==> src/rtl/bcd_display_scan_4digits_pkg.sv <==
// Shared constants for the 4-digit BCD display scanner: segment patterns
// ({g,f,e,d,c,b,a}, active-low), digit count and default refresh divider.
package bcd_display_scan_4digits_pkg;

  localparam int unsigned NDIGITS             = 4;
  localparam int unsigned REFRESH_DIV_DEFAULT = 50000;

  localparam logic [6:0] SEG_0     = 7'b1000000;
  localparam logic [6:0] SEG_1     = 7'b1111001;
  localparam logic [6:0] SEG_2     = 7'b0100100;
  localparam logic [6:0] SEG_3     = 7'b0110000;
  localparam logic [6:0] SEG_4     = 7'b0011001;
  localparam logic [6:0] SEG_5     = 7'b0010010;
  localparam logic [6:0] SEG_6     = 7'b0000010;
  localparam logic [6:0] SEG_7     = 7'b1111000;
  localparam logic [6:0] SEG_8     = 7'b0000000;
  localparam logic [6:0] SEG_9     = 7'b0010000;
  localparam logic [6:0] SEG_E     = 7'b0000110;
  localparam logic [6:0] SEG_BLANK = 7'b1111111;

endpackage

==> src/rtl/bcd_display_scan_4digits_bcd_to_7seg.sv <==
// Combinational BCD digit to active-low 7-segment decoder; values 10-15 show "E".
module bcd_display_scan_4digits_bcd_to_7seg
  import bcd_display_scan_4digits_pkg::*;
(
  input  logic [3:0] digit_i,
  output logic [6:0] seg_o
);

  always_comb begin
    seg_o = SEG_E;
    case (digit_i)
      4'd0:    seg_o = SEG_0;
      4'd1:    seg_o = SEG_1;
      4'd2:    seg_o = SEG_2;
      4'd3:    seg_o = SEG_3;
      4'd4:    seg_o = SEG_4;
      4'd5:    seg_o = SEG_5;
      4'd6:    seg_o = SEG_6;
      4'd7:    seg_o = SEG_7;
      4'd8:    seg_o = SEG_8;
      4'd9:    seg_o = SEG_9;
      default: seg_o = SEG_E;
    endcase
  end

endmodule

==> src/rtl/bcd_display_scan_4digits.sv <==
// Time-multiplexed common-anode 4-digit display for a packed-BCD sum; new data
// is committed only at frame boundaries and acknowledged with a one-cycle pulse.
module bcd_display_scan_4digits
  import bcd_display_scan_4digits_pkg::*;
#(
  parameter int unsigned REFRESH_DIV = REFRESH_DIV_DEFAULT,
  parameter int unsigned CNT_W       = 16
) (
  input  logic        clk,
  input  logic        rst_n,
  input  logic        load,
  input  logic [15:0] sum_in,
  input  logic        cout_in,
  input  logic        blank_lz,
  output logic        load_ack,
  output logic [6:0]  seg,
  output logic [3:0]  an,
  output logic        dp
);

  localparam int unsigned IDX_W = $clog2(NDIGITS);

  logic [CNT_W-1:0] cnt_q, cnt_d;
  logic [IDX_W-1:0] idx_q, idx_d;
  logic [15:0]      shadow_q, shadow_d;
  logic             ovf_q, ovf_d;
  logic [15:0]      pend_data_q, pend_data_d;
  logic             pend_ovf_q, pend_ovf_d;
  logic             pend_q, pend_d;
  logic             ack_q, ack_d;
  logic [6:0]       seg_q, seg_d;
  logic [3:0]       an_q, an_d;
  logic             dp_q, dp_d;

  logic        tick, commit, blank;
  logic [3:0]  digit;
  logic [15:0] upper;
  logic [6:0]  dec_seg;

  assign tick   = (cnt_q == CNT_W'(REFRESH_DIV - 1));
  assign commit = tick && (idx_q == IDX_W'(NDIGITS - 1));

  // Scan counter, pending register and commit handshake.
  always_comb begin
    cnt_d       = tick ? '0 : cnt_q + 1'b1;
    idx_d       = tick ? idx_q + 1'b1 : idx_q;
    shadow_d    = shadow_q;
    ovf_d       = ovf_q;
    pend_data_d = pend_data_q;
    pend_ovf_d  = pend_ovf_q;
    pend_d      = pend_q;
    ack_d       = 1'b0;
    if (commit && (load || pend_q)) begin
      shadow_d = load ? sum_in : pend_data_q;
      ovf_d    = load ? cout_in : pend_ovf_q;
      pend_d   = 1'b0;
      ack_d    = 1'b1;
    end else if (load) begin
      pend_data_d = sum_in;
      pend_ovf_d  = cout_in;
      pend_d      = 1'b1;
    end
  end

  // A digit is a leading zero iff it and all higher digits are zero.
  always_comb begin
    digit = shadow_q[{idx_q, 2'b00} +: 4];
    upper = shadow_q >> {idx_q, 2'b00};
    blank = blank_lz && (idx_q != '0) && (upper == 16'h0000);
  end

  bcd_display_scan_4digits_bcd_to_7seg u_dec (
    .digit_i (digit),
    .seg_o   (dec_seg)
  );

  always_comb begin
    seg_d = blank ? SEG_BLANK : dec_seg;
    an_d  = ~(4'b0001 << idx_q);
    dp_d  = ~((idx_q == IDX_W'(NDIGITS - 1)) && ovf_q);
  end

  always_ff @(posedge clk) begin
    if (!rst_n) begin
      cnt_q       <= '0;
      idx_q       <= '0;
      shadow_q    <= '0;
      ovf_q       <= 1'b0;
      pend_data_q <= '0;
      pend_ovf_q  <= 1'b0;
      pend_q      <= 1'b0;
      ack_q       <= 1'b0;
      seg_q       <= SEG_BLANK;
      an_q        <= 4'b1111;
      dp_q        <= 1'b1;
    end else begin
      cnt_q       <= cnt_d;
      idx_q       <= idx_d;
      shadow_q    <= shadow_d;
      ovf_q       <= ovf_d;
      pend_data_q <= pend_data_d;
      pend_ovf_q  <= pend_ovf_d;
      pend_q      <= pend_d;
      ack_q       <= ack_d;
      seg_q       <= seg_d;
      an_q        <= an_d;
      dp_q        <= dp_d;
    end
  end

  assign load_ack = ack_q;
  assign seg      = seg_q;
  assign an       = an_q;
  assign dp       = dp_q;

endmodule

==> config.mk <==
export PLATFORM = sky130hd
export DESIGN_NAME = bcd_display_scan_4digits
export DESIGN_NICKNAME = d
export VERILOG_FILES = /design/src/rtl/bcd_display_scan_4digits_pkg.sv /design/src/rtl/bcd_display_scan_4digits_bcd_to_7seg.sv /design/src/rtl/bcd_display_scan_4digits.sv
export SDC_FILE = /design/constraint.sdc
export NUM_CORES = 1
export LEC_CHECK = 0
export ABC_AREA = 1
export CORE_ASPECT_RATIO = 0.5
export CORE_MARGIN = 1
export CORE_UTILIZATION = 53
export CTS_CLUSTER_SIZE = 24
export DETAILED_ROUTE_END_ITERATION = 6
export PLACE_DENSITY = 0.83
export SKIP_CTS_REPAIR_TIMING = 1
export SYNTH_ARGS = -nofsm -noshare
export SYNTH_HDL_FRONTEND = slang
export SYNTH_HIERARCHICAL = 1
export SYNTH_SLANG_ARGS = --single-unit
==> constraint.sdc <==
create_clock -name clk -period 2.1 [get_ports clk]
set_clock_uncertainty 0.15 [all_clocks]
set_input_delay 0.21 -clock clk [delete_from_list [all_inputs] [get_ports clk]]
set_output_delay 0.21 -clock clk [all_outputs]
set_load 0.02 [all_outputs]
==> impl_metrics.py <==
metrics = {
    "outcome": {
        "outcome": "finished with violations",
        "violations": "DRC",
    },
    "worst_hold_path": {
        "hold_class": "input port to flip-flop",
    },
    "placed_design": {
        "hpwl_um": 4910,
        "placed_area_um2": 3600,
        "place_congestion": 0.895,
        "io_buffer_count": 33,
        "dp_slack_ns": 0.182,
    },
    "timing": {
        "period_minus_slack_ns": 1.91,
        "setup_ws_ns": 0.194,
        "hold_violations": 0,
        "finalSetupTns_ns": 0,
        "hold-worst-slack_ns": 0.137,
        "tightest_slew_ns": 0.494,
        "setup_violations": 0,
        "grt_setup_unrepaired": "no",
        "finalMaxSlewViolations": 0,
        "post-route-period-util_pct": 90.7,
        "slew_headroom_pct": 66.8,
        "max_freq_mhz": 525,
    },
    "cells_and_area": {
        "finalInstanceArea_um2": 3870,
        "drive_above_1_share_pct": 7.66,
        "nets": 526,
        "insertedDiodeCount": 0,
        "final_common_cell": "nand2_1",
        "fillCellCount": 484,
        "area_delta_synth_final_pct": 20.8,
        "most-common-layout-cells": "nand2_1 (146), dfxtp_1 (66), nand3_1 (64)",
    },
    "routing": {
        "postRouteAntennaNets": 0,
        "vias_per_cell": 5.27,
        "drt_wl_total_um": 7380,
        "drt_iter0_drc": 223,
        "wl_per_cell_um": 13.0,
        "post-route-drc-count": 4,
        "drtPass1Iterations": 7,
        "route.vias.total": 2997,
    },
    "synth": {
        "syn_nets": 493,
        "ys.warnings.count": 6,
        "syn_avg_cell_area_um2": 6.93,
        "async_flop_share_pct": 0,
        "ys_ff_latch": 66,
        "yosys.area.top_type": "dfxtp_1",
        "ys_seq_area_share_pct": 41.3,
        "synthTopCellsByArea": "dfxtp_1 (41%), nand2_1 (17%), nand3_1 (10%)",
        "synth_edf_count": 0,
        "syn_inst": 462,
        "synthFlopType": "dfxtp_1",
        "ys_types": 26,
        "netlist.area_leader.share_pct": 41.3,
        "netlist_area_um2": 3200,
    },
    "setup_path": {
        "cp_slowest_stage_delay_ns": 0.37,
        "end_kind": "flip-flop",
        "critPathArrivalTime_ns": 1.96,
        "cp_data_required_time_ns": 2.16,
        "slowest_stage": "dfxtp_1",
        "cp_num_buf_inv": 5,
        "worstSetupPathType": "flip-flop to flip-flop",
        "cpMostUsedCell": "inv_1",
        "crit_path_start_kind": "flip-flop",
        "crit_chain": "buf_4, nand2_1, nand3_1, nand2_1, inv_1, inv_1, ha_1, nand2_1, inv_1, nor2_1, inv_1, nand3_1",
        "path_max_fanout": 15,
        "crit_family": "buffers and inverters",
    },
    "grt": {
        "grt_pass1_wl_um": 12600,
        "antenna_found_initial": 0,
        "overflow": 0,
        "grt_pass1_vias": 2689,
        "grt_usage_pct": 25.3,
        "grt_max_degree": 35,
    },
    "clock_tree": {
        "cts_tree": "done",
        "clkSlewWorstSetupHoldPaths_ns": 0.05,
        "clk_latency_ns": 0.34,
        "clockBufferDepth": 2,
        "cts_sinks": 66,
        "cts-root-buf": "clkbuf_16",
        "numCtsBuffers": 9,
        "htreeDepth": 3,
    },
    "floorplanning": {
        "start_util_pct": 56.6,
        "die_h_um": 57.0,
        "dieArea_um2": 6370,
        "fp-row-count": 19,
        "core-area_um2": 5660,
        "io_pins": 34,
        "die_w_um": 112,
    },
    "power_and_ir_drop": {
        "peakVddDrop_mv": 0.472,
        "finalPower_w": 0.00283,
        "p_leak_nw": 1.75,
        "power_density_nw_per_um2": 731,
    },
    "run": {
        "cap_violations": 0,
    },
}
## worst reg2reg max path, stage by stage, from the launching register on
cell,delay [ns]
dfxtp_1,0.37
buf_4,0.22
nand2_1,0.07
nand3_1,0.08
nand2_1,0.08
inv_1,0.12
inv_1,0.10
ha_1,0.29
nand2_1,0.07
inv_1,0.08
nor2_1,0.04
inv_1,0.05
nand3_1,0.06
## power by group
part | internal [W] | switching, W
combinational | 0.0000771 | 0.0000967
sequential | 0.00129 | 0.0000139
clock | 0.000865 | 0.000489
## metrics by stage
stage | util, % | instances
2_1_floorplan | - | 462
3_3_place_gp | 63.6 | 557
3_5_place_dp | 63.6 | 557
4_1_cts | 68.3 | 569
5_1_grt | 68.4 | 569
6_report | 68.4 | 569
## synthesized netlist by cell type (all sizes together), types with 6 or more instances
cell    instances
nand3          65
inv            42
nor2           35
o21ai          10
nor3            8
a21oi          10
nand4          37
nand2         147
ha             10
clkbuf          6
buf            18
dfxtp          66
## worst paths after layout
path	startpoint	to	cells past startpoint	slack (ns)
worst min-delay path	rst_n	an[0]	2	0.14
worst max register to register	idx_q[0]	seg[3]	12	0.19
worst min register to register	ovf_q	dp	1	0.24
worst max-delay path	idx_q[0]	seg[3]	12	0.19
## cells by family (layout without fill, tap and decap cells)
group / Yosys count / in the layout / synth area share [%]
simple gates: 295 / 295 / 41.3
buf+inv: 68 / 102 / 9.34
flops: 66 / 66 / 41.3
compound gates: 20 / 20 / 3.36
fa+ha+maj: 10 / 10 / 3.91
xor+xnor: 3 / 3 / 0.821
## sequential cells by signal, indices dropped and copies added, names as in the netlist
| register | cells |
|---|---|
| load_ack | 1 |
| seg | 7 |
| pend_data_q | 16 |
| shadow_q | 16 |
| ovf_q | 1 |
| cnt_q | 16 |
| an | 4 |
| pend_q | 1 |
| pend_ovf_q | 1 |
| idx_q | 2 |
| dp | 1 |
## layer usage
metal	routed length (µm)	vias to the layer above	GRT usage (%)
met5	0	-	0
li1	-	1578	-
met4	93	0	10.0
met1	3760	1329	35.4
met3	440	10	7.01
met2	3090	80	37.3
## area by class of cell
type,count,area [µm²],share of cell area (%)
clock buffer,12,267,6.89
inverter,44,169,4.37
multi-input combinational,328,1580,41.0
sequential,66,1320,34.2
tap,73,91.3,2.36
timing repair buffer,46,435,11.3
No activity file was read; power rests on OpenSTA's default activity.
